`config.mk`:
```
export PLATFORM = sky130hd
export DESIGN_NAME = cell_pos_reader_flat
export DESIGN_NICKNAME = d
export VERILOG_FILES = /design/src/rtl/cell_pos_reader_if.sv /design/src/rtl/cell_pos_reader.sv /design/src/flat_wrapper.sv
export SDC_FILE = /design/constraint.sdc
export NUM_CORES = 1
export LEC_CHECK = 0
export ABC_AREA = 1
export CAP_MARGIN = 20
export CORE_MARGIN = 2
export CORE_UTILIZATION = 30
export CTS_CLUSTER_DIAMETER = 40
export CTS_CLUSTER_SIZE = 40
export DETAILED_ROUTE_END_ITERATION = 6
export SETUP_SLACK_MARGIN = 0.4
export SLEW_MARGIN = 10
export SYNTH_ARGS = -nofsm -noshare
export SYNTH_HDL_FRONTEND = slang
export SYNTH_SLANG_ARGS = --single-unit
```
`constraint.sdc`:
```
create_clock -name clock -period 2.79 [get_ports clock]
set_clock_uncertainty 0.15 [all_clocks]
set_input_delay 0.279 -clock clock [delete_from_list [all_inputs] [get_ports clock]]
set_output_delay 0.279 -clock clock [all_outputs]
set_load 0.01 [all_outputs]
```
`src/rtl/cell_pos_reader_if.sv`:
```
// Memory-port and position-stream signals for cell_pos_reader.
// master = the reader; slave = memory plus stream consumer.
interface cell_pos_reader_if #(
  parameter int unsigned DATA_WIDTH = 96,
  parameter int unsigned ADDR_WIDTH = 8
);
  logic [ADDR_WIDTH-1:0] ram_address;
  logic                  ram_rden;
  logic                  ram_wren;
  logic [DATA_WIDTH-1:0] ram_data;
  logic [DATA_WIDTH-1:0] ram_q;

  logic                  out_valid;
  logic                  out_ready;
  logic [DATA_WIDTH-1:0] out_data;
  logic [ADDR_WIDTH-1:0] out_index;
  logic                  out_last;

  modport master (
    output ram_address, ram_rden, ram_wren, ram_data,
    input  ram_q,
    output out_valid, out_data, out_index, out_last,
    input  out_ready
  );

  modport slave (
    input  ram_address, ram_rden, ram_wren, ram_data,
    output ram_q,
    input  out_valid, out_data, out_index, out_last,
    output out_ready
  );
endinterface

```
`src/rtl/cell_pos_reader.sv`:
```
// Reads the particle count of one cell memory, then streams every position out
// through a 4-entry FIFO with credit-based read issue so no return is ever dropped.
module cell_pos_reader #(
  parameter int unsigned DATA_WIDTH   = 96,
  parameter int unsigned ADDR_WIDTH   = 8,
  parameter int unsigned PARTICLE_NUM = 220
) (
  input  logic                  clock,
  input  logic                  rst_n,
  input  logic                  start_i,
  output logic                  busy_o,
  output logic                  done_o,
  output logic [ADDR_WIDTH-1:0] particle_count_o,
  output logic                  count_err_o,
  cell_pos_reader_if.master     bus
);

  localparam logic [ADDR_WIDTH-1:0] MaxCount = ADDR_WIDTH'(PARTICLE_NUM - 1);
  localparam int unsigned FifoDepth = 4;

  typedef enum logic [2:0] {
    StIdle,
    StCntReq,
    StCntWait,
    StStream,
    StDrain,
    StDone
  } state_e;

  state_e                state_q;
  logic                  busy_q;
  logic                  done_q;
  logic                  err_q;
  logic [ADDR_WIDTH-1:0] count_q;
  logic [ADDR_WIDTH-1:0] addr_q;
  logic                  rden_q;

  // Request tag pipeline: stage 2 lines up with the returning memory word.
  logic                  s1_vld_q, s2_vld_q;
  logic [ADDR_WIDTH-1:0] s1_idx_q, s2_idx_q;
  logic                  s1_last_q, s2_last_q;

  logic [DATA_WIDTH-1:0] fifo_data_q [FifoDepth];
  logic [ADDR_WIDTH-1:0] fifo_idx_q  [FifoDepth];
  logic                  fifo_last_q [FifoDepth];
  logic [1:0]            wr_ptr_q, rd_ptr_q;
  logic [2:0]            occ_q;

  logic                  push;
  logic                  pop;
  logic [2:0]            inflight;
  logic                  credit_ok;
  logic                  drain_done;
  logic [ADDR_WIDTH-1:0] next_addr;
  logic [ADDR_WIDTH-1:0] raw_count;
  logic                  count_over;
  logic [ADDR_WIDTH-1:0] clamped_count;

  always_comb begin
    pop           = (occ_q != 3'd0) && bus.out_ready;
    // The only return seen while waiting for the count is the count word itself.
    push          = s2_vld_q && (state_q != StCntWait);
    inflight      = {2'b00, rden_q} + {2'b00, s1_vld_q} + {2'b00, s2_vld_q};
    // Counting the same-cycle pop keeps issue at one read per cycle without overflow.
    credit_ok     = ({1'b0, occ_q} + {1'b0, inflight}) < (4'd4 + {3'b000, pop});
    drain_done    = (inflight == 3'd0) &&
                    ((occ_q == 3'd0) || ((occ_q == 3'd1) && pop));
    next_addr     = addr_q + ADDR_WIDTH'(1);
    raw_count     = bus.ram_q[ADDR_WIDTH-1:0];
    count_over    = raw_count > MaxCount;
    clamped_count = count_over ? MaxCount : raw_count;
  end

  always_ff @(posedge clock or negedge rst_n) begin
    if (!rst_n) begin
      state_q <= StIdle;
      busy_q  <= 1'b0;
      done_q  <= 1'b0;
      err_q   <= 1'b0;
      count_q <= '0;
      addr_q  <= '0;
      rden_q  <= 1'b0;
    end else begin
      done_q <= 1'b0;
      rden_q <= 1'b0;
      case (state_q)
        StIdle: begin
          if (start_i) begin
            state_q <= StCntReq;
            busy_q  <= 1'b1;
            err_q   <= 1'b0;
            rden_q  <= 1'b1;
            addr_q  <= '0;
          end
        end
        StCntReq: state_q <= StCntWait;
        StCntWait: begin
          if (s2_vld_q) begin
            count_q <= clamped_count;
            err_q   <= count_over;
            if (clamped_count == '0) begin
              state_q <= StDone;
              done_q  <= 1'b1;
            end else begin
              rden_q  <= 1'b1;
              addr_q  <= ADDR_WIDTH'(1);
              state_q <= (clamped_count == ADDR_WIDTH'(1)) ? StDrain : StStream;
            end
          end
        end
        StStream: begin
          if (credit_ok) begin
            rden_q <= 1'b1;
            addr_q <= next_addr;
            if (next_addr == count_q) begin
              state_q <= StDrain;
            end
          end
        end
        StDrain: begin
          if (drain_done) begin
            state_q <= StDone;
            done_q  <= 1'b1;
          end
        end
        StDone: begin
          state_q <= StIdle;
          busy_q  <= 1'b0;
        end
        default: state_q <= StIdle;
      endcase
    end
  end

  always_ff @(posedge clock or negedge rst_n) begin
    if (!rst_n) begin
      s1_vld_q  <= 1'b0;
      s1_idx_q  <= '0;
      s1_last_q <= 1'b0;
      s2_vld_q  <= 1'b0;
      s2_idx_q  <= '0;
      s2_last_q <= 1'b0;
    end else begin
      s1_vld_q  <= rden_q;
      s1_idx_q  <= addr_q;
      s1_last_q <= (addr_q == count_q);
      s2_vld_q  <= s1_vld_q;
      s2_idx_q  <= s1_idx_q;
      s2_last_q <= s1_last_q;
    end
  end

  always_ff @(posedge clock or negedge rst_n) begin
    if (!rst_n) begin
      for (int i = 0; i < FifoDepth; i++) begin
        fifo_data_q[i] <= '0;
        fifo_idx_q[i]  <= '0;
        fifo_last_q[i] <= 1'b0;
      end
      wr_ptr_q <= '0;
      rd_ptr_q <= '0;
      occ_q    <= '0;
    end else begin
      if (push) begin
        fifo_data_q[wr_ptr_q] <= bus.ram_q;
        fifo_idx_q[wr_ptr_q]  <= s2_idx_q;
        fifo_last_q[wr_ptr_q] <= s2_last_q;
        wr_ptr_q              <= wr_ptr_q + 2'd1;
      end
      if (pop) begin
        rd_ptr_q <= rd_ptr_q + 2'd1;
      end
      occ_q <= occ_q + {2'b00, push} - {2'b00, pop};
    end
  end

  assign busy_o           = busy_q;
  assign done_o           = done_q;
  assign particle_count_o = count_q;
  assign count_err_o      = err_q;

  assign bus.ram_address = addr_q;
  assign bus.ram_rden    = rden_q;
  assign bus.ram_wren    = 1'b0;
  assign bus.ram_data    = '0;

  assign bus.out_valid = (occ_q != 3'd0);
  assign bus.out_data  = fifo_data_q[rd_ptr_q];
  assign bus.out_index = fifo_idx_q[rd_ptr_q];
  assign bus.out_last  = fifo_last_q[rd_ptr_q];

endmodule

```
`src/flat_wrapper.sv`:
```
// flat-port wrapper written by rule: the top's interface ports become plain ports
module cell_pos_reader_flat 
#(
  parameter int unsigned DATA_WIDTH   = 96,
  parameter int unsigned ADDR_WIDTH   = 8,
  parameter int unsigned PARTICLE_NUM = 220
)
  (clock, rst_n, start_i, busy_o, done_o, particle_count_o, count_err_o, bus_ram_address, bus_ram_rden, bus_ram_wren, bus_ram_data, bus_ram_q, bus_out_valid, bus_out_data, bus_out_index, bus_out_last, bus_out_ready);
  cell_pos_reader_if #(.DATA_WIDTH(DATA_WIDTH), .ADDR_WIDTH(ADDR_WIDTH)) bus_i ();
  input  logic clock;
  input  logic rst_n;
  input  logic start_i;
  output logic busy_o;
  output logic done_o;
  output logic [ADDR_WIDTH-1:0] particle_count_o;
  output logic count_err_o;
  output wire logic [$bits(bus_i.ram_address)-1:0] bus_ram_address;
  output wire logic [$bits(bus_i.ram_rden)-1:0] bus_ram_rden;
  output wire logic [$bits(bus_i.ram_wren)-1:0] bus_ram_wren;
  output wire logic [$bits(bus_i.ram_data)-1:0] bus_ram_data;
  input wire logic [$bits(bus_i.ram_q)-1:0] bus_ram_q;
  output wire logic [$bits(bus_i.out_valid)-1:0] bus_out_valid;
  output wire logic [$bits(bus_i.out_data)-1:0] bus_out_data;
  output wire logic [$bits(bus_i.out_index)-1:0] bus_out_index;
  output wire logic [$bits(bus_i.out_last)-1:0] bus_out_last;
  input wire logic [$bits(bus_i.out_ready)-1:0] bus_out_ready;
  assign bus_ram_address = bus_i.ram_address;
  assign bus_ram_rden = bus_i.ram_rden;
  assign bus_ram_wren = bus_i.ram_wren;
  assign bus_ram_data = bus_i.ram_data;
  assign bus_i.ram_q = bus_ram_q;
  assign bus_out_valid = bus_i.out_valid;
  assign bus_out_data = bus_i.out_data;
  assign bus_out_index = bus_i.out_index;
  assign bus_out_last = bus_i.out_last;
  assign bus_i.out_ready = bus_out_ready;
  cell_pos_reader #(.DATA_WIDTH(DATA_WIDTH), .ADDR_WIDTH(ADDR_WIDTH), .PARTICLE_NUM(PARTICLE_NUM)) u_core (.clock(clock), .rst_n(rst_n), .start_i(start_i), .busy_o(busy_o), .done_o(done_o), .particle_count_o(particle_count_o), .count_err_o(count_err_o), .bus(bus_i));
endmodule
```
== Word-level counts from Yosys, hierarchy flattened ==
Index checks and enable logic that the tools add are counted.
Cells by class
  add/subtract/negate cells: 9
  $lt $le $gt $ge: 5
  eq/ne operators: 16
  muxes and demuxes: 46
  bitwise logic cells: 2
  reduce and logical (&&, ||, !) cells: 19
Operators by type and width (number)
  384-bit bitwise mux: 1
  96-bit two-way mux: 3
  96-bit binary-select mux with 2-bit select: 1
  96-bit demux with 2-bit select: 1
  8-bit two-way mux: 8
  32-bit bitwise mux: 1
  8-bit one-hot mux with 3 select lines: 1
  3-bit two-way mux: 7
  8-bit binary-select mux with 2-bit select: 1
  8-bit demux with 2-bit select: 1
  8-bit equality test: 2
  3-bit one-hot mux with 5 select lines: 1
  1-bit two-way mux: 13
  5-bit AND reduction: 2
  3-bit logical NOT: 3
  8-bit by 1-bit adder with 8-bit output (second input constant): 1
  8-bit by 1-bit equality test with 1-bit output (second input constant): 1
  8-bit > comparator (second input constant): 1
  8-bit logical NOT: 1
  2-bit by 1-bit != test with 1-bit output (second input constant): 4
  3-bit by 1-bit adder with 3-bit output: 2
  3-bit by 1-bit equality test with 1-bit output (second input constant): 2
  3-bit by 2-bit equality test with 1-bit output (second input constant): 2
  3-bit equality test (second input constant): 2
  22 further kinds: 35
Storage, ports and cells
  bits in registers: 470

== Longest topological paths before layout ==
Gate-level depths: netlist (run 1).
  depth after elaboration: 7
  gate-level depth with buffers: 15
  gate-level depth less buffers: 15

== Worst setup path before layout (run 1) ==
No wires, ideal clock.
  path kind: register -> register
  from: register u_core.s2_vld_q
  to: register u_core.state_q[0]
  arrival: 2399 ps
  required time: 2523 ps
  setup slack: 124 ps
  cell stages (with the launch flop): 16
  buffers on the path: 0
  period minus slack after synthesis: 2666 ps
  cells stage by stage: dfrtp_1 fa_1 ha_1 inv_1 fa_1 inv_1 nor2_1 nand3_1 nand2_1 nand2_1 nand2_1 nand3_1 nor2_1 nand2_1 nand2_1 nand2_1
Between the ends
  word-level cells in the longest chain between the ends: 5
RTL lines
  start, declared: line cell_pos_reader.sv:39  | logic s1_vld_q, s2_vld_q;
  start signal, assigned: line cell_pos_reader.sv:147  | s2_vld_q <= s1_vld_q;
  3-bit by 1-bit adder with 3-bit output: line cell_pos_reader.sv:63  | inflight = {2'b00, rden_q} + {2'b00, s1_vld_q} + {2'b00, s2_vld_q};
  3-bit by 3-bit adder with 4-bit output / 3-bit logical NOT (equally long branches): line cell_pos_reader.sv:65, cell_pos_reader.sv:66
  4-bit less-than comparator / 1-bit logical AND (equally long branches): line cell_pos_reader.sv:65, cell_pos_reader.sv:66
  2-bit by 1-bit != test with 1-bit output (no source line)
  5-bit AND reduction (no source line) (*)
  end signal, assigned: line cell_pos_reader.sv:76  | state_q <= StIdle;
  end signal, assigned: line cell_pos_reader.sv:89  | state_q <= StCntReq;
  end signal, assigned: line cell_pos_reader.sv:96  | StCntReq: state_q <= StCntWait;
  end, declared: line cell_pos_reader.sv:30  | state_e state_q;
Mark *: on every way between the ends. The rest lies on a longest branch, timed or not.
A chain may end at the register's enable or synchronous reset.

== Worst setup path after layout (run 1) ==
Same ends and word-level chain as after synthesis.

==> metrics.txt, run 1 <==
# TYPE chip_impl_metric gauge
chip_impl_info{name="run_status",value="completed"} 1
chip_impl_metric{name="routed_wl",unit="um"} 71200
chip_impl_metric{name="power.sequential.fraction",unit="%"} 27.3
chip_impl_metric{name="viasPerCell",unit=""} 4.90
chip_impl_metric{name="place_congestion",unit=""} 0.811
chip_impl_metric{name="timing.final.setup_violations",unit=""} 0
chip_impl_metric{name="drc_errors",unit=""} 0
chip_impl_metric{name="initial_utilization",unit="%"} 30.4
chip_impl_metric{name="power-per-cell-area",unit="nW/um^2"} 1410
chip_impl_metric{name="proportion_of_synthesized_chip_area_in_sequential_cells",unit="%"} 54.0
chip_impl_metric{name="synth-edff-count",unit=""} 0
chip_impl_metric{name="firstDrtPassIters",unit=""} 5
chip_impl_metric{name="synth_cell_types",unit=""} 33
chip_impl_metric{name="timing.critical_path.arrival",unit="ns"} 3.11
chip_impl_metric{name="nNetsFinal",unit=""} 2418
chip_impl_metric{name="register_clock_pin_slew_on_the_reported_worst_setup_and_hold_paths",unit="ns"} 0.06
chip_impl_metric{name="p_comb_share",unit="%"} 49.7
chip_impl_metric{name="avgRoutedWirePerCell",unit="um"} 21.5
chip_impl_metric{name="drtIter0Drc",unit=""} 768
chip_impl_metric{name="finish.cell_count_without_fillers",unit=""} 3319
chip_impl_metric{name="die_h",unit="um"} 274
chip_impl_metric{name="post-place-ws",unit="ns"} 0.0363
chip_impl_metric{name="grt_pass1_wl",unit="um"} 101000
chip_impl_metric{name="cells_after_dpl",unit=""} 3024
chip_impl_metric{name="site_row_count",unit=""} 98
chip_impl_metric{name="slew_headroom",unit="%"} 58.4
chip_impl_metric{name="highest_fanout_seen_on_the_critical_path",unit=""} 3
chip_impl_metric{name="grt_max_degree",unit=""} 78
chip_impl_metric{name="ys_seq_elements",unit=""} 470
chip_impl_metric{name="grt_overflow_total",unit=""} 0
chip_impl_metric{name="power.ir.vdd_worst",unit="mV"} 0.707
chip_impl_metric{name="syn_inst",unit=""} 1904
chip_impl_info{name="setup_repair_after_global_routing_missed_its_margin",value="true"} 1
chip_impl_metric{name="slew_violations",unit=""} 0
chip_impl_metric{name="syn_area",unit="um^2"} 21800
chip_impl_info{name="hold_path.class",value="input port to async pin"} 1
chip_impl_metric{name="first_global_vias",unit=""} 16790
chip_impl_metric{name="min_cycle_time_layout",unit="ns"} 2.76
chip_impl_info{name="timing.critical_path.from_type",value="flip-flop"} 1
chip_impl_metric{name="grt_util_all_layers",unit="%"} 17.7
chip_impl_metric{name="post_route_worst_hold_slack",unit="ns"} 0.0882
chip_impl_metric{name="synth.avg_cell_area",unit="um^2"} 11.4
chip_impl_metric{name="worst_slack",unit="ns"} 0.0277
chip_impl_metric{name="final_antenna_net_count",unit=""} 0
chip_impl_info{name="clockRootBuffer",value="clkbuf_16"} 1
chip_impl_metric{name="ys.warnings.count",unit=""} 0
chip_impl_metric{name="share_of_async_settable_or_async_resettable_flops_after_synthesis",unit="%"} 100
chip_impl_metric{name="power_leakage",unit="nW"} 13.9
chip_impl_metric{name="finalHoldViolations",unit=""} 0
chip_impl_metric{name="die_area",unit="um^2"} 74800
chip_impl_metric{name="clockBufferDepth",unit=""} 3
chip_impl_metric{name="clock_latency",unit="ns"} 0.61
chip_impl_metric{name="final_layout_size_suffix_gt1_share",unit="%"} 47.8
chip_impl_metric{name="intPower",unit="mW"} 28.5
chip_impl_metric{name="max_freq",unit="MHz"} 362
chip_impl_metric{name="post-route-period-util",unit="%"} 99.0
chip_impl_info{name="yosys_most_used_dff",value="dfrtp_1"} 1
chip_impl_info{name="cts_tree",value="done"} 1
chip_impl_metric{name="placement.io_buffers",unit=""} 225
chip_impl_metric{name="r2r_slack",unit="ns"} 0.03
chip_impl_info{name="timing.critical_path.from",value="u_core.s2_vld_q"} 1
chip_impl_metric{name="grt_antenna_before_repair",unit=""} 2
chip_impl_metric{name="power.switching",unit="mW"} 16.6
chip_impl_metric{name="dp_hpwl",unit="um"} 35700
chip_impl_metric{name="cts_num_sinks",unit=""} 470
chip_impl_metric{name="tns",unit="ns"} 0
chip_impl_metric{name="sw_frac_of_total",unit="%"} 36.8
chip_impl_metric{name="htreeDepth",unit=""} 3
chip_impl_metric{name="core",unit="um^2"} 71700
chip_impl_info{name="criticalPathCategory",value="flip-flop to flip-flop"} 1
chip_impl_metric{name="syn_to_final_growth",unit="%"} 46.8
chip_impl_metric{name="required",unit="ns"} 3.14
chip_impl_metric{name="io_pins",unit=""} 323
chip_impl_metric{name="tightest_slew",unit="ns"} 0.619
chip_impl_info{name="end_kind",value="flip-flop"} 1
chip_impl_metric{name="total_number_of_vias",unit=""} 16266
chip_impl_info{name="worstReg2RegStart",value="u_core.s2_vld_q"} 1
chip_impl_metric{name="max_cap_violations",unit=""} 0
chip_impl_metric{name="tritoncts.num_buffers",unit=""} 81
chip_impl_metric{name="die-width",unit="um"} 274
chip_impl_metric{name="clock_power_share",unit="%"} 23.0
Yosys cell counts (all sizes together) (2+ instances only):
cell    number  area, um^2
a21oi        6        30.0
buf        147        1050
clkbuf      64         240
dfrtp      470       11800
fa           3        60.1
ha          13         163
inv         55         206
mux2       408        4740
nand2       91         358
nand3       24         125
nor2       252         986
nor3         2        10.0
o21a        12        90.1
o21ai      233        1170
o22ai      106         663
xnor2        5        43.8
xor2         7        61.3
power by group through the flow:
stage | logic, mW | clock network (mW) | registers [mW]
after floorplan | 9.23 | 0 | 11.3
after global placement | 15.2 | 0 | 11.6
after detailed placement | 15.5 | 0 | 11.8
after CTS | 18.2 | 10.6 | 11.8
after global routing | 23.9 | 10.9 | 12.7
final | 22.4 | 10.4 | 12.3
kinds of logic (layout without fill, tap and decap cells):
group | after synthesis | after routing | synth area share (%)
other cells | 1 | 98 | 0.0172
buf+inv | 266 | 634 | 6.86
simple gates | 372 | 372 | 6.87
mux | 408 | 408 | 21.8
fa+ha+maj | 16 | 16 | 1.02
xor+xnor | 12 | 12 | 0.482
flops | 470 | 470 | 54.0
compound gates | 359 | 359 | 9.02
area by class of cell:
cell class	count	area [um^2]
Fill cell	6416	39700
Sequential cell	470	11800
Multi-Input combinational cell	1264	10400
Timing Repair Buffer	426	5430
Clock buffer	100	2230
Tap cell	950	1190
Clock inverter	49	639
Inverter	55	235
Timing Repair inverter	4	73.8
Antenna cell	1	2.50
repair_timing:
action,CTS,global route
hold endpoints to repair,314,0
gates resized for setup,455,622
pin swaps,30,108
setup buffers,37,47
gates cloned,36,24
hold buffers,1,0
setup endpoints to repair,117,130
final timing paths:
| check | cells past startpoint | endpoint |
|---|---|---|
| hold reg to reg | 0 | u_core.s2_idx_q[6] |
| min in group clock | 0 | u_core.s2_idx_q[6] |
| setup / recovery | 15 | u_core.state_q[0] |
| hold / removal | 2 | u_core.fifo_data_q[30] |
| max in group asynchronous | 4 | u_core.fifo_data_q[333] |
| setup reg to reg | 15 | u_core.state_q[0] |
through the flow:
stage,area (um^2),power [mW],utilization (%)
after floorplan,22200,20.5,-
after CTS,29600,40.5,41.2
final,32000,45.1,44.6
after detailed placement,25200,27.3,35.1
after global placement,25200,26.7,35.1
after global routing,32000,47.4,44.6
worst max-delay path, stage by stage (launching register included):
cell	delay [ns]
dfrtp_2	0.41
fa_1	0.57
ha_2	0.20
inv_2	0.04
fa_1	0.48
inv_1	0.04
nor2_1	0.08
nand3_1	0.08
nand2_1	0.08
nand2_1	0.06
nand2_2	0.07
nand3_2	0.08
nor2_4	0.14
nand2_2	0.07
nand2_1	0.06
nand2_1	0.06
routing by layer:
layer | share of wire, % | routed length [um] | GRT usage [%] | vias up
li1 | - | - | - | 7278
met1 | 43 | 30500 | 21.8 | 8416
met2 | 50 | 35300 | 29.7 | 440
met3 | 4.9 | 3460 | 4.18 | 132
met4 | 2.8 | 1970 | 7.45 | 0
met5 | 0 | 0 | 0 | -
placed cells by master (no fill, tap or decap), types with 12 or more instances in the layout:
cell type	Yosys	final
buf_4	97	54
buf_2	34	82
buf_8	0	14
o21ai_1	0	68
o21ai_2	0	77
conb_1	1	97
nor2_2	1	40
dfrtp_1	470	466
nor2_4	5	81
o21a_1	12	12
buf_12	0	56
nor2_1	246	131
clkbuf_16	0	102
ha_1	13	12
nand3_1	23	22
mux2_2	352	352
nand2_1	90	88
mux2_4	40	40
o22ai_2	0	60
mux2_1	16	16
buf_16	0	41
o22ai_1	106	41
inv_1	52	49
clkdlybuf4s50_1	0	119
buf_6	12	34
o21ai_0	233	78
state kept, by name, indices dropped and copies added, names as in the netlist, 2 cells and up:
name and count:
u_core.s2_idx_q 8, u_core.fifo_last_q 4, u_core.wr_ptr_q 2, u_core.state_q 3
u_core.particle_count_o 8, u_core.bus.ram_address 8, u_core.s1_idx_q 8, u_core.rd_ptr_q 2
u_core.fifo_data_q 384, u_core.occ_q 3, u_core.fifo_idx_q 32
Note: power is estimated with default switching activity, not from simulation.
==> inputs of run 2 (changes only) <==
- CTS_BUF_LIST: unset -> sky130_fd_sc_hd__clkbuf_16
- clock period: 2.79 -> 2.95 ns (I/O delays scaled with it)
==> metrics.txt, run 2 (synthesized netlist as in run 1, its figures left out) <==
# TYPE chip_impl_metric gauge
chip_impl_info{name="run_status",value="completed"} 1
chip_impl_info{name="setup_repair_after_global_routing_missed_its_margin",value="true"} 1
chip_impl_info{name="top_register",value="u_core.fifo_data_q"} 1
chip_impl_metric{name="worstRegToRegCells",unit=""} 15
chip_impl_metric{name="drtIter0Drc",unit=""} 842
chip_impl_metric{name="finalHoldViolations",unit=""} 0
chip_impl_metric{name="htreeDepth",unit=""} 3
chip_impl_info{name="cell_breakdown_of_the_critical_path",value="fa_1 > ha_2 > inv_2 > fa_1 > inv_1 > nor2_1 > nand3_1 > nand2_1 > nand2_1 > nand2_2 > nand3_2 > nor2_4 > buf_6 > nand3_1 > nand2_1"} 1
chip_impl_info{name="biggest_regs",value="u_core.fifo_data_q x384, u_core.fifo_idx_q x32"} 1
chip_impl_metric{name="grt_antenna_before_repair",unit=""} 3
chip_impl_info{name="critical_path.slowest_cell",value="fa_1"} 1
chip_impl_metric{name="clock_latency",unit="ns"} 0.63
chip_impl_metric{name="site_row_count",unit=""} 98
chip_impl_metric{name="total_power",unit="mW"} 42.6
chip_impl_metric{name="min_cycle_time_layout",unit="ns"} 2.82
chip_impl_metric{name="slew_headroom",unit="%"} 48.4
chip_impl_metric{name="io_pins",unit=""} 323
chip_impl_metric{name="placement.io_buffers",unit=""} 225
chip_impl_metric{name="nNetsFinal",unit=""} 2400
chip_impl_metric{name="max_freq",unit="MHz"} 355
chip_impl_info{name="end_kind",value="flip-flop"} 1
chip_impl_metric{name="register_clock_pin_slew_on_the_reported_worst_setup_and_hold_paths",unit="ns"} 0.06
chip_impl_metric{name="die_h",unit="um"} 274
chip_impl_metric{name="firstDrtPassIters",unit=""} 5
chip_impl_metric{name="viasPerCell",unit=""} 4.89
chip_impl_metric{name="final_layout_size_suffix_gt1_share",unit="%"} 48.4
chip_impl_metric{name="core",unit="um^2"} 71700
chip_impl_metric{name="drc_errors",unit=""} 0
chip_impl_metric{name="number_of_flip_flops_in_the_largest_register",unit=""} 384
chip_impl_metric{name="timing.final.setup_violations",unit=""} 0
chip_impl_info{name="final_common_cell",value="dfrtp_1"} 1
chip_impl_metric{name="place_congestion",unit=""} 0.806
chip_impl_metric{name="final_antenna_net_count",unit=""} 0
chip_impl_metric{name="grt_overflow_total",unit=""} 0
chip_impl_metric{name="power_leakage",unit="nW"} 13.8
chip_impl_metric{name="clockBufferDepth",unit=""} 3
chip_impl_metric{name="slew_violations",unit=""} 0
chip_impl_metric{name="required",unit="ns"} 3.35
chip_impl_metric{name="tns",unit="ns"} 0
chip_impl_info{name="worstReg2RegStart",value="u_core.s2_vld_q"} 1
chip_impl_info{name="critical_path.reg2reg.endpoint",value="u_core.state_q[1]"} 1
chip_impl_metric{name="routed_wl",unit="um"} 72100
chip_impl_info{name="cp_top_family",value="adder cells"} 1
chip_impl_metric{name="grt_max_degree",unit=""} 86
chip_impl_metric{name="avgRoutedWirePerCell",unit="um"} 21.8
chip_impl_metric{name="highest_fanout_seen_on_the_critical_path",unit=""} 3
chip_impl_info{name="criticalPathCategory",value="flip-flop to flip-flop"} 1
chip_impl_metric{name="tritoncts.num_buffers",unit=""} 84
chip_impl_metric{name="die_area",unit="um^2"} 74800
chip_impl_metric{name="grt_util_all_layers",unit="%"} 18.1
chip_impl_metric{name="total_number_of_vias",unit=""} 16164
chip_impl_info{name="most-common-layout-cells",value="dfrtp_1, mux2_2, nor2_1, clkdlybuf4s50_1, clkbuf_16"} 1
chip_impl_metric{name="tightest_slew",unit="ns"} 0.766
chip_impl_metric{name="power-per-cell-area",unit="nW/um^2"} 1330
chip_impl_info{name="cts_tree",value="done"} 1
chip_impl_metric{name="grt_pass1_wl",unit="um"} 103000
chip_impl_metric{name="first_global_vias",unit=""} 16720
chip_impl_metric{name="r2r_slack",unit="ns"} 0.13
chip_impl_metric{name="cells_after_dpl",unit=""} 3009
chip_impl_info{name="clockRootBuffer",value="clkbuf_16"} 1
chip_impl_metric{name="cp_num_buf_inv",unit=""} 3
chip_impl_metric{name="dp_hpwl",unit="um"} 34000
chip_impl_info{name="crit_top_cell",value="nand2_1"} 1
chip_impl_metric{name="power.ir.vdd_worst",unit="mV"} 0.625
chip_impl_metric{name="finish.cell_count_without_fillers",unit=""} 3308
chip_impl_metric{name="timing.critical_path.arrival",unit="ns"} 3.22
chip_impl_metric{name="cts_num_sinks",unit=""} 470
chip_impl_metric{name="syn_to_final_growth",unit="%"} 46.7
chip_impl_metric{name="cp_slowest_stage_delay",unit="ns"} 0.58
chip_impl_metric{name="die-width",unit="um"} 274
chip_impl_metric{name="initial_utilization",unit="%"} 30.4
chip_impl_info{name="hold_path.class",value="input port to async pin"} 1
chip_impl_info{name="timing.critical_path.from_type",value="flip-flop"} 1
chip_impl_metric{name="post-route-period-util",unit="%"} 95.5
chip_impl_metric{name="max_cap_violations",unit=""} 0
-- run 2: cell types whose count changed in the layout (fill, tap and decap cells not counted), sizes merged --
cell	delta
buf	-9
bufbuf	-2
bufinv	-3
clkbuf	-21
clkinv	+11
diode	+2
inv	+11
-- run 2: cell type report --
cell class	count	area [um^2]
clock buffer	85	2130
inverter	55	231
multi-input combinational	1264	10700
fill	6400	39800
sequential	470	11800
clock inverter	72	744
antenna	3	7.51
timing repair buffer	409	5220
tap	950	1190
-- run 2: how the worst max path moves through the flow --
| stage | start | end | cells past startpoint |
|---|---|---|---|
| floorplan | u_core.bus.ram_rden | u_core.state_q[0] | 15 |
| global placement | u_core.bus.ram_rden | u_core.state_q[0] | 15 |
| detailed placement | u_core.bus.ram_rden | u_core.state_q[1] | 15 |
| CTS | u_core.bus.ram_rden | u_core.state_q[1] | 15 |
| global route | u_core.s2_vld_q | u_core.state_q[0] | 15 |
| finish | u_core.s2_vld_q | u_core.state_q[1] | 15 |
-- run 2: through the flow --
| stage | utilization, % | instance area, um^2 | worst slack, ns | hold WS (ns) |
|---|---|---|---|---|
| after floorplan | - | 22200 | 0.321 | -0.151 |
| after global placement | 34.8 | 25000 | 0.166 | 0.184 |
| after detailed placement | 34.8 | 25000 | 0.179 | 0.185 |
| after CTS | 41.3 | 29600 | 0.158 | 0.137 |
| after global routing | 44.6 | 32000 | -0.0557 | 0.160 |
| final | 44.6 | 32000 | 0.134 | 0.105 |
-- run 2: layer usage --
| metal | routed length (um) | global-route usage (%) | vias to the layer above |
|---|---|---|---|
| met5 | 25 | 0 | - |
| met4 | 1570 | 6.95 | 4 |
| met3 | 3910 | 4.61 | 100 |
| met2 | 36900 | 31.0 | 463 |
| met1 | 29700 | 21.9 | 8349 |
| li1 | - | - | 7248 |
-- run 2: report_power, final --
group          internal [mW]  switching (mW)  leakage, nW  total (mW)
clock network           6.01            3.67         1.41        9.68
registers               9.47            2.21         5.76        11.7
logic                   11.1            10.2         6.64        21.3
total                   26.5            16.1         13.8        42.6
-- run 2: what timing repair did --
| action | 4_1_cts | 5_1_grt |
|---|---|---|
| hold buffers | 1 | 0 |
| endpoints found under the setup margin | 117 | 115 |
| pin swaps | 44 | 177 |
| buffers inserted | 50 | 35 |
| resized for setup | 570 | 594 |
| hold endpoints to repair | 73 | 0 |
| gates cloned | 37 | 16 |
==> inputs of run 3 (changes only) <==
--- a/config.mk
+++ b/config.mk
@@ -15,2 +15,3 @@
 export DETAILED_ROUTE_END_ITERATION = 6
+export PLACE_DENSITY = 0.54
 export SETUP_SLACK_MARGIN = 0.4
--- a/constraint.sdc
+++ b/constraint.sdc
@@ -4,2 +4,2 @@
 set_output_delay 0.295 -clock clock [all_outputs]
-set_load 0.01 [all_outputs]
+set_load 0.05 [all_outputs]
==> metrics.txt, run 3 (synthesized netlist as in run 1, its figures left out) <==
# TYPE chip_impl_metric gauge
chip_impl_info{name="run_status",value="completed"} 1
chip_impl_metric{name="htreeDepth",unit=""} 3
chip_impl_metric{name="grt_antenna_before_repair",unit=""} 5
chip_impl_metric{name="drtIter0Drc",unit=""} 1050
chip_impl_metric{name="cts_num_sinks",unit=""} 470
chip_impl_info{name="top_register",value="u_core.fifo_data_q"} 1
chip_impl_metric{name="die_area",unit="um^2"} 74800
chip_impl_info{name="biggest_regs",value="u_core.fifo_data_q x384, u_core.fifo_idx_q x32"} 1
chip_impl_metric{name="site_row_count",unit=""} 98
chip_impl_metric{name="tritoncts.num_buffers",unit=""} 83
chip_impl_metric{name="total_number_of_vias",unit=""} 16476
chip_impl_metric{name="max_freq",unit="MHz"} 361
chip_impl_metric{name="timing.critical_path.arrival",unit="ns"} 3.16
chip_impl_metric{name="tightest_slew",unit="ns"} 0.745
chip_impl_metric{name="final_layout_size_suffix_gt1_share",unit="%"} 50.1
chip_impl_metric{name="r2r_slack",unit="ns"} 0.18
chip_impl_metric{name="slew_headroom",unit="%"} 49.9
chip_impl_metric{name="grt_overflow_total",unit=""} 0
chip_impl_metric{name="required",unit="ns"} 3.34
chip_impl_metric{name="finalHoldViolations",unit=""} 0
chip_impl_metric{name="highest_fanout_seen_on_the_critical_path",unit=""} 3
chip_impl_metric{name="timing.final.setup_violations",unit=""} 0
chip_impl_info{name="setup_repair_after_global_routing_missed_its_margin",value="true"} 1
chip_impl_metric{name="tns",unit="ns"} 0
chip_impl_metric{name="viasPerCell",unit=""} 4.97
chip_impl_metric{name="firstDrtPassIters",unit=""} 5
chip_impl_info{name="clockRootBuffer",value="clkbuf_16"} 1
chip_impl_info{name="critical_path.reg2reg.endpoint",value="u_core.state_q[0]"} 1
chip_impl_metric{name="routed_wl",unit="um"} 78400
chip_impl_metric{name="grt_util_all_layers",unit="%"} 20.2
chip_impl_metric{name="die_h",unit="um"} 274
chip_impl_metric{name="register_clock_pin_slew_on_the_reported_worst_setup_and_hold_paths",unit="ns"} 0.05
chip_impl_info{name="timing.critical_path.from_type",value="flip-flop"} 1
chip_impl_info{name="worstReg2RegStart",value="u_core.s1_vld_q"} 1
chip_impl_metric{name="core",unit="um^2"} 71700
chip_impl_metric{name="drc_errors",unit=""} 0
chip_impl_metric{name="place_congestion",unit=""} 0.833
chip_impl_metric{name="min_cycle_time_layout",unit="ns"} 2.77
chip_impl_metric{name="clockBufferDepth",unit=""} 3
chip_impl_metric{name="io_pins",unit=""} 323
chip_impl_metric{name="worstRegToRegCells",unit=""} 15
chip_impl_metric{name="grt_max_degree",unit=""} 71
chip_impl_info{name="most-common-layout-cells",value="dfrtp_1, mux2_2, nor2_1, clkdlybuf4s50_1, buf_6"} 1
chip_impl_metric{name="post-route-period-util",unit="%"} 93.9
chip_impl_metric{name="initial_utilization",unit="%"} 30.4
chip_impl_metric{name="syn_to_final_growth",unit="%"} 52.4
chip_impl_metric{name="first_global_vias",unit=""} 17011
chip_impl_metric{name="max_cap_violations",unit=""} 0
chip_impl_info{name="end_kind",value="flip-flop"} 1
chip_impl_metric{name="clock_latency",unit="ns"} 0.65
chip_impl_metric{name="number_of_flip_flops_in_the_largest_register",unit=""} 384
chip_impl_metric{name="slew_violations",unit=""} 0
chip_impl_info{name="cts_tree",value="done"} 1
chip_impl_info{name="final_common_cell",value="dfrtp_1"} 1
chip_impl_metric{name="final_antenna_net_count",unit=""} 0
chip_impl_metric{name="nNetsFinal",unit=""} 2410
chip_impl_info{name="hold_path.class",value="input port to async pin"} 1
chip_impl_info{name="criticalPathCategory",value="flip-flop to flip-flop"} 1
chip_impl_metric{name="dp_hpwl",unit="um"} 33800
chip_impl_metric{name="placement.io_buffers",unit=""} 225
chip_impl_metric{name="grt_pass1_wl",unit="um"} 112000
chip_impl_metric{name="avgRoutedWirePerCell",unit="um"} 23.6
chip_impl_metric{name="die-width",unit="um"} 274
-- run 3: cell count changes in the layout (fill, tap and decap cells not counted), moves of 6 or more --
cell,before,now
buf_6,51,110
o22ai_1,23,6
buf_8,17,9
buf_12,45,51
nor2_1,137,119
clkinv_16,1,7
clkbuf_16,100,94
nor2_2,34,49
buf_16,45,72
o22ai_2,80,94
buf_2,87,0
buf_4,27,44
-- run 3: cell type report --
class | instances | area, um^2
Antenna cell | 1 | 2.50
Clock buffer | 83 | 2080
Clock inverter | 71 | 737
Fill cell | 6333 | 38500
Inverter | 55 | 245
Multi-Input combinational cell | 1264 | 10900
Sequential cell | 470 | 11800
Tap cell | 950 | 1190
Timing Repair Buffer | 417 | 6190
Timing Repair inverter | 3 | 48.8
-- run 3: timing repair --
item                       CTS  global route
pin swaps                  113            99
gates resized for setup    454           412
hold endpoints to repair   133             0
cloned                      66            10
setup endpoints to repair  120           122
buffers inserted            57            20
hold buffers                 1             0
-- run 3: per-layer routing --
metal | share of wire (%) | global-route usage (%) | up-vias
met4 | 3.2 | 7.88 | 6
li1 | - | - | 7267
met3 | 5.2 | 5.11 | 149
met1 | 43 | 25.7 | 8570
met5 | 0.055 | 0 | -
met2 | 49 | 32.9 | 484
-- run 3: through the flow --
stage / hold slack [ns] / std cells / util [%] / cell area, um^2 / setup WS, ns
finish: 0.0686 / 3314 / 46.3 / 33200 / 0.181
global route: 0.0972 / 3314 / 46.3 / 33200 / 0.0287
detailed placement: 0.167 / 3005 / 34.3 / 24600 / 0.166
global placement: 0.168 / 3005 / 34.3 / 24600 / 0.149
CTS: 0.0512 / 3283 / 43.6 / 31300 / 0.155
floorplan: -0.151 / 2000 / - / 22200 / 0.241
-- run 3: critical path, cell delays in order, from the launching register on --
cell     delay [ns]
dfrtp_1        0.40
fa_1           0.58
ha_2           0.20
inv_2          0.04
fa_1           0.48
inv_1          0.04
nor2_1         0.11
nand3_1        0.10
nand2_2        0.08
nand2_1        0.06
nand2_2        0.07
nand3_2        0.08
nor2_4         0.11
nand2_2        0.06
nand2_1        0.06
nand2_1        0.05
-- run 3: worst max path at each step --
stage	start	endpoint	slack, ns	depth (start not counted)
4_1_cts	u_core.s1_vld_q	u_core.state_q[0]	0.15	15
3_5_place_dp	u_core.s1_vld_q	u_core.state_q[0]	0.17	15
5_1_grt	u_core.s1_vld_q	u_core.bus.ram_address[5]	0.03	12
2_1_floorplan	u_core.bus.ram_rden	u_core.state_q[0]	0.24	15
6_report	u_core.s1_vld_q	u_core.state_q[0]	0.18	15
3_3_place_gp	u_core.s1_vld_q	u_core.state_q[0]	0.15	15
Power of run 3 is not shown: default switching activity piles up to over one toggle a cycle in this logic, so the estimate is an artifact.
